File: config.mk
export PLATFORM = sky130hd
export DESIGN_NAME = alu_mc
export DESIGN_NICKNAME = d
export VERILOG_FILES = /design/src/rtl/alu_mc.sv
export SDC_FILE = /design/constraint.sdc
export NUM_CORES = 1
export LEC_CHECK = 0
export ABC_AREA = 1
export CORE_MARGIN = 2
export CORE_UTILIZATION = 50
export CTS_CLUSTER_SIZE = 30
export DETAILED_ROUTE_END_ITERATION = 10
export PLACE_DENSITY_LB_ADDON = 0.12
export SLEW_MARGIN = 30
export SYNTH_ARGS = -nofsm -noshare
export SYNTH_HDL_FRONTEND = slang
export SYNTH_SLANG_ARGS = --single-unit
File: constraint.sdc
create_clock -name clk -period 2.8 [get_ports clk]
set_input_delay 0.56 -clock clk [delete_from_list [all_inputs] [get_ports clk]]
set_output_delay 0.56 -clock clk [all_outputs]
set_load 0.01 [all_outputs]
File: src/rtl/alu_mc.sv
// Multi-cycle ALU with a valid/ready handshake on both sides.
// Single-cycle logic and compare ops finish in one cycle; MUL uses a WIDTH-step shift-add loop.
module alu_mc #(
    parameter int WIDTH = 32
) (
    input  logic                    clk,
    input  logic                    rst,
    input  logic                    in_valid,
    output logic                    in_ready,
    input  logic signed [WIDTH-1:0] ALUop1,
    input  logic signed [WIDTH-1:0] ALUop2,
    input  logic [2:0]              ALUctrl,
    output logic                    out_valid,
    input  logic                    out_ready,
    output logic signed [WIDTH-1:0] ALUout,
    output logic                    EQ,
    output logic                    Zero
);

    localparam int CW = (WIDTH > 2) ? $clog2(WIDTH) : 1;
    localparam logic [CW-1:0] LAST = CW'(WIDTH - 1);

    typedef enum logic [2:0] {
        OP_ADD = 3'b000,
        OP_SUB = 3'b001,
        OP_AND = 3'b010,
        OP_OR  = 3'b011,
        OP_XOR = 3'b100,
        OP_SLT = 3'b101,
        OP_EQ  = 3'b110,
        OP_MUL = 3'b111
    } op_e;

    typedef enum logic [1:0] {
        IDLE = 2'b00,
        BUSY = 2'b01,
        DONE = 2'b10
    } state_e;

    state_e           state, state_next;
    op_e              op;
    logic             is_mul;
    logic [WIDTH-1:0] alu_res;
    logic             eq_res;
    logic [WIDTH-1:0] mcand;
    logic [WIDTH-1:0] mplier;
    logic [WIDTH-1:0] acc;
    logic [WIDTH-1:0] acc_next;
    logic [CW-1:0]    cnt;

    assign op        = op_e'(ALUctrl);
    assign is_mul    = (op == OP_MUL);
    assign in_ready  = (state == IDLE);
    assign out_valid = (state == DONE);
    assign acc_next  = acc + (mplier[0] ? mcand : '0);

    // Single-cycle result, taken straight from the live operands on the accepting edge.
    always_comb begin
        // NOTE: every output of a combinational block gets a default first so no path can infer a latch.
        alu_res = '0;
        eq_res  = 1'b0;
        case (op)
            OP_ADD:  alu_res = ALUop1 + ALUop2;
            OP_SUB:  alu_res = ALUop1 - ALUop2;
            OP_AND:  alu_res = ALUop1 & ALUop2;
            OP_OR:   alu_res = ALUop1 | ALUop2;
            OP_XOR:  alu_res = ALUop1 ^ ALUop2;
            OP_SLT:  alu_res = {{(WIDTH-1){1'b0}}, (ALUop1 < ALUop2)};
            OP_EQ:   eq_res  = (ALUop1 == ALUop2);
            default: alu_res = '0;
        endcase
    end

    always_comb begin
        state_next = state;
        case (state)
            IDLE: if (in_valid) state_next = is_mul ? BUSY : DONE;
            BUSY: if (cnt == LAST) state_next = DONE;
            DONE: if (out_ready) state_next = IDLE;
            default: state_next = IDLE;
        endcase
    end

    always_ff @(posedge clk) begin
        // NOTE: sequential state uses non-blocking assignments so every register sees pre-edge values.
        if (rst) state <= IDLE;
        else     state <= state_next;
    end

    always_ff @(posedge clk) begin
        if (rst) begin
            mcand  <= '0;
            mplier <= '0;
            acc    <= '0;
            cnt    <= '0;
            ALUout <= '0;
            EQ     <= 1'b0;
            Zero   <= 1'b0;
        end else begin
            case (state)
                IDLE: begin
                    if (in_valid) begin
                        if (is_mul) begin
                            mcand  <= ALUop1;
                            mplier <= ALUop2;
                            acc    <= '0;
                            cnt    <= '0;
                            ALUout <= '0;
                            EQ     <= 1'b0;
                            Zero   <= 1'b0;
                        end else begin
                            ALUout <= alu_res;
                            EQ     <= eq_res;
                            Zero   <= (alu_res == '0);
                        end
                    end
                end
                BUSY: begin
                    // Operands live only in mcand/mplier here, so the input ports are free to change.
                    acc    <= acc_next;
                    mcand  <= mcand << 1;
                    mplier <= mplier >> 1;
                    cnt    <= cnt + 1'b1;
                    if (cnt == LAST) begin
                        ALUout <= acc_next;
                        EQ     <= 1'b0;
                        Zero   <= (acc_next == '0);
                    end
                end
                default: ;
            endcase
        end
    end

endmodule
After elaboration in Yosys (flattened, before gate mapping)
Cells that the tools add are included.
{"block": "classes", "add_sub_neg": 4, "n_lt_le_gt_ge": 1, "eq_ne": 15, "n_mux": 32, "n_bitwise": 3, "n_reduce_logical": 8}
{"operator": "32-bit two-way mux", "n": 10}
{"operator": "32-bit case mux with 2 select lines", "n": 4}
{"operator": "32-bit case mux with 6 select lines", "n": 1}
{"operator": "32-bit adder", "n": 2}
{"operator": "32-bit logical NOT", "n": 2}
{"operator": "32-bit AND", "n": 1}
{"operator": "32-bit equality test", "n": 1}
{"operator": "32-bit < comparator", "n": 1}
{"operator": "32-bit OR", "n": 1}
{"operator": "32-bit subtractor", "n": 1}
{"operator": "32-bit XOR", "n": 1}
{"operator": "3-bit equality test (second input constant)", "n": 4}
{"operator": "5-bit two-way mux", "n": 2}
{"operator": "5-bit case mux with 2 select lines", "n": 1}
{"operator": "3-bit AND reduction", "n": 3}
{"operator": "2-bit two-way mux", "n": 4}
{"operator": "1-bit two-way mux", "n": 7}
{"operator": "3-bit by 2-bit equality test with 1-bit output (second input constant)", "n": 2}
{"operator": "2-bit case mux with 3 select lines", "n": 1}
{"operator": "5-bit by 1-bit adder with 5-bit output (second input constant)", "n": 1}
{"operator": "5-bit equality test (second input constant)", "n": 1}
{"operator": "2-bit by 1-bit != test with 1-bit output (second input constant)", "n": 2}
{"operator": "2-bit != test (second input constant)", "n": 2}
{"operator": "1-bit case mux with 2 select lines", "n": 2}
{"operator": "6 further kinds", "n": 6}
{"block": "totals", "register_bits": 137, "wordCells": 71}

Logic depth before layout (Yosys ltp)
Gate-level depths: netlist (run 1).
{"block": "depth", "word_depth": 6, "ltp_mapped": 24}

Least setup slack after synthesis (run 1)
OpenSTA, ideal clock, no wires.
{"block": "synth_timing", "path_kind": "register to register", "startpoint": "reg mplier[0]", "endpoint": "reg Zero", "arrival_ns": 2.473, "t_required_ns": 2.744, "slack_ns": 0.272, "stages_incl_launch_ff": 22, "n_path_buf": 1, "path_cell_list": "dfxtp_1 > clkbuf_1 > nand2_1 > inv_1 > ha_1 > fa_1 > nand2_1 > nand2_1 > o21ai_1 > inv_1 > nand2_1 > nand2_1 > or2_1 > nand2_1 > nand3_1 > nor3_1 > nand3_1 > nor2_1 > nand4_1 > nand3_1 > nand2_1 > inv_1"}
{"block": "synth_between", "elab_chain_cells": 5}
{"element": "start, declared", "line": "46", "rtl": "logic [WIDTH-1:0] mplier;"}
{"element": "start signal, assigned", "line": "105", "rtl": "mplier <= ALUop2;"}
{"element": "start signal, assigned", "line": "122", "rtl": "mplier <= mplier >> 1;"}
{"element": "32-bit two-way mux", "line": "55", "rtl": "assign acc_next = acc + (mplier[0] ? mcand : '0);"}
{"element": "32-bit adder", "line": "55"}
{"element": "32-bit logical NOT", "line": "127", "rtl": "Zero <= (acc_next == '0);"}
{"element": "1-bit two-way mux", "line": "124", "rtl": "if (cnt == LAST) begin"}
{"element": "1-bit case mux with 2 select lines", "line": "100", "rtl": "case (state)"}
{"element": "end signal, assigned", "line": "114", "rtl": "Zero <= (alu_res == '0);"}
{"element": "end signal, assigned", "line": "127"}
{"element": "end, declared", "line": "17", "rtl": "output logic Zero"}
No other way between the ends. The select of a mux whose other input is x is not followed.
A chain may end at the register's enable or synchronous reset.

Worst setup path in the final report (run 1)
Same ends and word-level chain as after synthesis.

==> results.yml, run 1 <==
outcome:
  status: "finished, violations left"
  violations: "negative setup slack"
critical_path:
  critPathArrivalTime_ns: 3.28
  crit_type: "flip-flop to flip-flop"
  start_kind: "flip-flop"
  critPathCaptureType: "flip-flop"
  crit_fanout: 7
  required_ns: 3.20
yosys:
  synthSimpleGateAreaFrac_pct: 36.5
  synth_nets: 2646
  yosysWarnings: 0
  synth_compound_area_share_pct: 18.0
  synth_top_area_share_pct: 19.3
  synth_top_area_cell: "dfxtp_1"
  yosysSeqAreaShare_pct: 19.3
  synth_cell_types: 48
  ys_top_cells_by_area: "dfxtp_1 (19%), nand2_1 (19%), ha_1 (12%)"
  synthMuxAreaShare_pct: 0
  syn_area_um2: 14200
  synth_seq_cells: 137
  synth_cells: 2436
  synth_xor_area_share_pct: 1.05
  synthAdderAreaFrac_pct: 12.4
  avgSynthCellArea_um2: 5.83
  synth_top_family_by_area: "simple AND/OR/NAND/NOR gates"
sta:
  fin_skew_ns: 0.0177
  fin_crit_sh_pct: 103
  drv_slew: 0
  max_slew_margin_pct: 55.9
  setup_viol: 1
  tns_ns: -0.0806
  timing.fmax_mhz: 347
  worst_slack_ns: -0.0806
  fin_crit_ns: 2.88
  rsz0062_at_grt: "yes"
  max_slew.worst_pin.slew_ns: 0.661
  finalHoldViolCount: 0
  hold_slack_ns: 0.469
cts:
  clk_latency_ns: 0.46
  path_clk_slew_ns: 0.07
  htree_num_levels: 4
  clkSinkCount: 137
  cts_tree: "done"
  root_buffer: "clkbuf_16"
  cts_buffers: 17
  clk_path_buf_depth: 2
route:
  dr.pass1.iters: 6
  drtIter0Drc: 2305
  drc: 0
  viasPerCell: 5.88
  ant_nets: 0
  num_vias: 19886
  wire_per_inst_um: 20.0
  routed_wl_mm: 67.5
finish:
  drive_above_1_share_pct: 35.4
  final_nets: 3202
  antenna_cells: 0
  syn2layout_area_growth_pct: 56.7
  fin_cells: 3383
floorplanning:
  io_pins: 107
  fp.dieW_um: 173
  start_util_pct: 51.0
  fp.coreArea_um2: 27900
  die_area_um2: 29800
  die-height_um: 173
  rows: 61
placed_design:
  numPortBuffers: 106
  gp_congestion: 1.04
  placedCellCount: 3303
  hpwl_mm: 49.4
grt:
  antenna_found_initial: 0
  track_usage_pct: 41.3
  overflow: 0
  grt_pass1_wl_mm: 97.7
  grt_start_max_net_pins: 67
  first_global_vias: 18568
power_and_ir_drop:
  cellPowerDensity_nw_per_um2: 378
  ir_worst_vdd_mv: 0.469
  p_leak_nw: 11.2
hold_path:
  hp-class: "flip-flop to flip-flop"
run:
  drv_cap: 0
==> placed cells by master, fill, tap and decap left out, drive strengths merged, types with 15 or more instances in the layout <==
| cell type | Yosys | layout |
|---|---|---|
| o22ai | 24 | 24 |
| nand3b | 16 | 16 |
| nand2 | 734 | 734 |
| o21ai | 147 | 147 |
| dlygate4sd2 | 0 | 19 |
| nand4 | 22 | 22 |
| nor2 | 205 | 205 |
| clkbuf | 62 | 23 |
| a31oi | 85 | 85 |
| nor3 | 23 | 23 |
| a21oi | 158 | 158 |
| buf | 39 | 532 |
| dfxtp | 137 | 137 |
| dlymetal6s2s | 0 | 22 |
| ha | 136 | 136 |
| clkdlybuf4s50 | 0 | 56 |
| inv | 345 | 350 |
| o211ai | 15 | 15 |
| nand3 | 220 | 220 |
==> registers in the layout, summed over array words and instances, names as in the netlist <==
signal and count:
ALUout 32, acc 32, mcand 32, mplier 32, cnt 5, state 2, EQ 1, Zero 1
==> synthesized netlist by cell type, drive strengths merged <==
| cell type | instances |
|---|---|
| nand2 | 734 |
| inv | 345 |
| nand3 | 220 |
| nor2 | 205 |
| a21oi | 158 |
| o21ai | 147 |
| dfxtp | 137 |
| ha | 136 |
| a31oi | 85 |
| clkbuf | 62 |
| buf | 39 |
| o22ai | 24 |
| nor3 | 23 |
| nand4 | 22 |
| nand3b | 16 |
| o211ai | 15 |
| o21bai | 12 |
| xor2 | 12 |
| or2 | 11 |
| a21o | 5 |
| xnor2 | 5 |
| nor4 | 4 |
| o221ai | 4 |
| a21boi | 3 |
| fa | 3 |
| o21a | 3 |
| a221oi | 1 |
| and2 | 1 |
| clkinv | 1 |
| nor3b | 1 |
| o2111ai | 1 |
| o2bb2ai | 1 |
==> path summary, 6_finish.rpt <==
path	from	to	slack [ns]	cells past startpoint
hold / removal	cnt[2]$_SDFFE_PP0P_	cnt[2]$_SDFFE_PP0P_	0.47	1
hold reg to reg	cnt[2]$_SDFFE_PP0P_	cnt[2]$_SDFFE_PP0P_	0.47	1
setup / recovery	mplier[0]$_SDFFE_PP0P_	Zero$_SDFFE_PP0P_	-0.08	19
setup reg to reg	mplier[0]$_SDFFE_PP0P_	Zero$_SDFFE_PP0P_	-0.08	19
==> timing repair <==
action | CTS | global route
hold buffers | 0 | 0
setup endpoints to repair | 18 | 26
resized for setup | 260 | 409
pin swaps | 57 | 132
buffers inserted | 29 | 20
==> final cells by class <==
type | count | area (µm²)
flip-flops and latches | 137 | 2750
well taps | 378 | 473
multi-input cells | 1852 | 11800
repair buffers | 638 | 5280
inverters | 346 | 1310
clock inverters | 14 | 210
fillers | 1940 | 5610
clock buffers | 18 | 439
==> cell families after synthesis <==
| kind of cell | count (synthesis) |
|---|---|
| AOI/OAI and AO/OA | 459 |
| xor gates and xnor gates | 17 |
| adders and majority gates | 139 |
| buffers and inverters | 447 |
| DFF | 137 |
| and+or+nand+nor | 1237 |
==> metal layers <==
layer / global-route usage [%] / vias up / share of wire, %
li1: - / 9056 / -
met1: 51.9 / 9187 / 38
met2: 69.1 / 1302 / 45
met3: 7.12 / 341 / 10
met4: 18.2 / 0 / 5.9
met5: 0 / - / 0
==> where the power goes <==
part           leakage [nW]  switching [W]  internal (W)
combinational          9.75        0.00199       0.00156
sequential             1.12       0.000132       0.00211
clock                 0.312        0.00107       0.00154
==> critical path, stage by stage, from the launching register on <==
cell and delay (ns):
dfxtp_4 0.37, buf_6 0.14, nand2_1 0.06, inv_1 0.06, ha_2 0.42, nand2_1 0.14
o21ai_0 0.22, nand2_1 0.13, nand3_1 0.12, nand2_1 0.08, nand2_1 0.08, nand3_2 0.08
nor3_2 0.17, buf_4 0.16, nand3_4 0.07, nor2_4 0.14, nand4_1 0.18, nand3_1 0.12
nand2_1 0.06, inv_1 0.05
==> through the flow <==
step | utilization, % | total power [W] | area [µm²] | setup WS [ns]
floorplan | - | 0.00362 | 14200 | 0.272
global placement | 68.3 | 0.00512 | 19000 | -1.21
detailed placement | 68.3 | 0.00516 | 19000 | -1.16
CTS | 74.4 | 0.00797 | 20700 | 0.000552
global route | 79.9 | 0.00867 | 22200 | -0.181
finish | 79.9 | 0.00840 | 22200 | -0.0806
No activity file was read; power rests on OpenSTA's default activity.
==> inputs of run 2 (changes only) <==
ABC_CLOCK_PERIOD_IN_PS = 2800   (was not set)
CORE_MARGIN = 5   (was 2)
==> run 2 against run 1 <==
  * The run still ends with negative setup slack left
  * Clock skew rose by 0.0028 ns
  * Global-route usage fell by 2.6 points
  * Final area fell by 2.6%
  * Core utilization fell by 2.3 points
  * Sequential power barely moved
  * Register-to-register slack improved by 0.03 ns
  * Worst hold slack improved by 0.0060 ns
  * Worst setup slack improved by 0.033 ns
  * Largest cell class unchanged
  * Largest power group unchanged
==> results.yml, run 2 (synthesis results as in run 1) <==
critical_path:
  crit_fanout: 12
  crit_slowest_cell: "dfxtp_4"
  cpPeakStageDelay_ns: 0.36
  crit_chain: "buf_6 > nand2_1 > inv_1 > ha_1 > buf_4 > nand2_1 > o21ai_1 > a21oi_1 > buf_4 > nand4_1 > nand2_1 > nor2_1 > nand4_1 > nor2_2 > nand4_1 > nand3_1 > nand2_1 > inv_1"
  regToRegEndpoint: "Zero$_SDFFE_PP0P_"
  start_kind: "flip-flop"
  startpoint: "mplier[0]$_SDFFE_PP0P_"
  cpMostUsedCell: "nand2_1"
  crit_type: "flip-flop to flip-flop"
  critPathArrivalTime_ns: 3.23
  timing.rr.start: "mplier[0]$_SDFFE_PP0P_"
  reg2reg_slack_ns: -0.05
  reg2regPathDepth: 18
  required_ns: 3.18
  endpoint: "Zero$_SDFFE_PP0P_"
  critPathCaptureType: "flip-flop"
route:
  dr.pass1.iters: 6
  routed_wl_mm: 64.6
  drc: 0
  drtIter0Drc: 2277
  viasPerCell: 5.72
  ant_nets: 0
  num_vias: 19395
  wire_per_inst_um: 19.0
sta:
  hold_slack_ns: 0.475
  finalHoldViolCount: 0
  timing.fmax_mhz: 351
  fin_skew_ns: 0.0205
  fin_crit_sh_pct: 102
  rsz0062_at_grt: "yes"
  fin_crit_ns: 2.85
  drv_slew: 0
  worst_slack_ns: -0.0476
  tns_ns: -0.0476
  max_slew.worst_pin.slew_ns: 0.619
  max_slew_margin_pct: 58.7
  setup_viol: 1
run:
  drv_cap: 0
cts:
  path_clk_slew_ns: 0.06
  clk_path_buf_depth: 2
  clkSinkCount: 137
  htree_num_levels: 4
  cts_tree: "done"
  root_buffer: "clkbuf_16"
  ctsHoldBuffers: 0
  clk_latency_ns: 0.44
  cts_buffers: 17
grt:
  first_global_vias: 18420
  grt_start_max_net_pins: 75
  antenna_found_initial: 0
  grt_pass1_wl_mm: 96.8
  track_usage_pct: 38.7
  overflow: 0
floorplanning:
  fp.dieW_um: 179
  start_util_pct: 50.8
  die_area_um2: 31900
  die-height_um: 179
  fp.coreArea_um2: 27900
  rows: 61
  io_pins: 107
finish:
  layout_commonest_cell: "nand2_1"
  postLayoutCoreUtil_pct: 77.5
  syn2layout_area_growth_pct: 52.5
  layout_common_cells: "nand2_1 (653), buf_4 (521), inv_1 (290)"
  drive_above_1_share_pct: 32.0
  antenna_cells: 0
  final_nets: 3212
  design_area_um2: 21700
power_and_ir_drop:
  ir_worst_vdd_mv: 0.444
  cellPowerDensity_nw_per_um2: 375
  p_leak_nw: 10.9
outcome:
  violations: "negative setup slack"
  status: "finished, violations left"
placed_design:
  hpwl_mm: 49.5
  dp_worst_setup_slack_ns: -0.867
  place_area_um2: 19300
  gp_congestion: 1.07
  numPortBuffers: 106
hold_path:
  hp-class: "flip-flop to flip-flop"
## run 2: cell count changes in the layout (fill, tap and decap cells not counted), moves of 11 or more
cell	before	now
a21oi_1	101	113
buf_4	502	521
ha_1	78	94
ha_4	48	34
inv_1	273	290
inv_2	68	55
nand2_1	625	653
nand2_2	95	73
nor2_1	103	124
nor2_4	35	24
## run 2: worst min path at each step
| stage | start | end | slack, ns | depth (start not counted) |
|---|---|---|---|---|
| finish | acc[22]$_SDFFE_PP0P_ | acc[22]$_SDFFE_PP0P_ | 0.47 | 2 |
| global route | acc[22]$_SDFFE_PP0P_ | acc[22]$_SDFFE_PP0P_ | 0.48 | 2 |
| CTS | acc[22]$_SDFFE_PP0P_ | acc[22]$_SDFFE_PP0P_ | 0.47 | 2 |
| detailed placement | acc[29]$_SDFFE_PP0P_ | acc[29]$_SDFFE_PP0P_ | 0.46 | 2 |
| global placement | cnt[2]$_SDFFE_PP0P_ | cnt[2]$_SDFFE_PP0P_ | 0.45 | 1 |
| floorplan | cnt[2]$_SDFFE_PP0P_ | cnt[2]$_SDFFE_PP0P_ | 0.44 | 1 |
## run 2: timing repair
action,CTS,global route
pin swaps,53,77
setup endpoints to repair,22,22
buffers inserted,12,12
resized for setup,271,226
## run 2: area by class of cell
type                            count  area, µm²
Clock buffer                       18        429
Clock inverter                     14        189
Fill cell                        2125       6270
Inverter                          346       1300
Multi-Input combinational cell   1852      11200
Sequential cell                   137       2750
Tap cell                          378        473
Timing Repair Buffer              648       5290
## run 2: per-layer routing
metal,part of all wire [%],GRT usage [%],up-vias
met3,9.4,5.79,240
met4,5.0,16.8,0
met1,39,49.6,9005
li1,-,-,9056
met5,0,0,-
met2,46,64.6,1094
## run 2: through the flow
stage               instances  total power (W)
floorplan                2436          0.00362
global placement         3337          0.00514
detailed placement       3337          0.00519
CTS                      3381          0.00784
global route             3393          0.00843
finish                   3393          0.00813
## run 2: where the power goes
part	total, W	leakage, nW	internal, W	switching [W]
combinational	0.00342	9.53	0.00152	0.00190
sequential	0.00224	1.12	0.00211	0.000125
clock	0.00247	0.296	0.00143	0.00104
## run 2: worst max-delay path: cells and delay by family, from the launching register on
| family | cells | cell delay, ns |
|---|---|---|
| and+or+nand+nor | 10 | 1.11 |
| adders and majority gates | 1 | 0.35 |
| DFF | 1 | 0.36 |
| buffers and inverters | 5 | 0.55 |
| AOI/OAI and AO/OA | 2 | 0.42 |
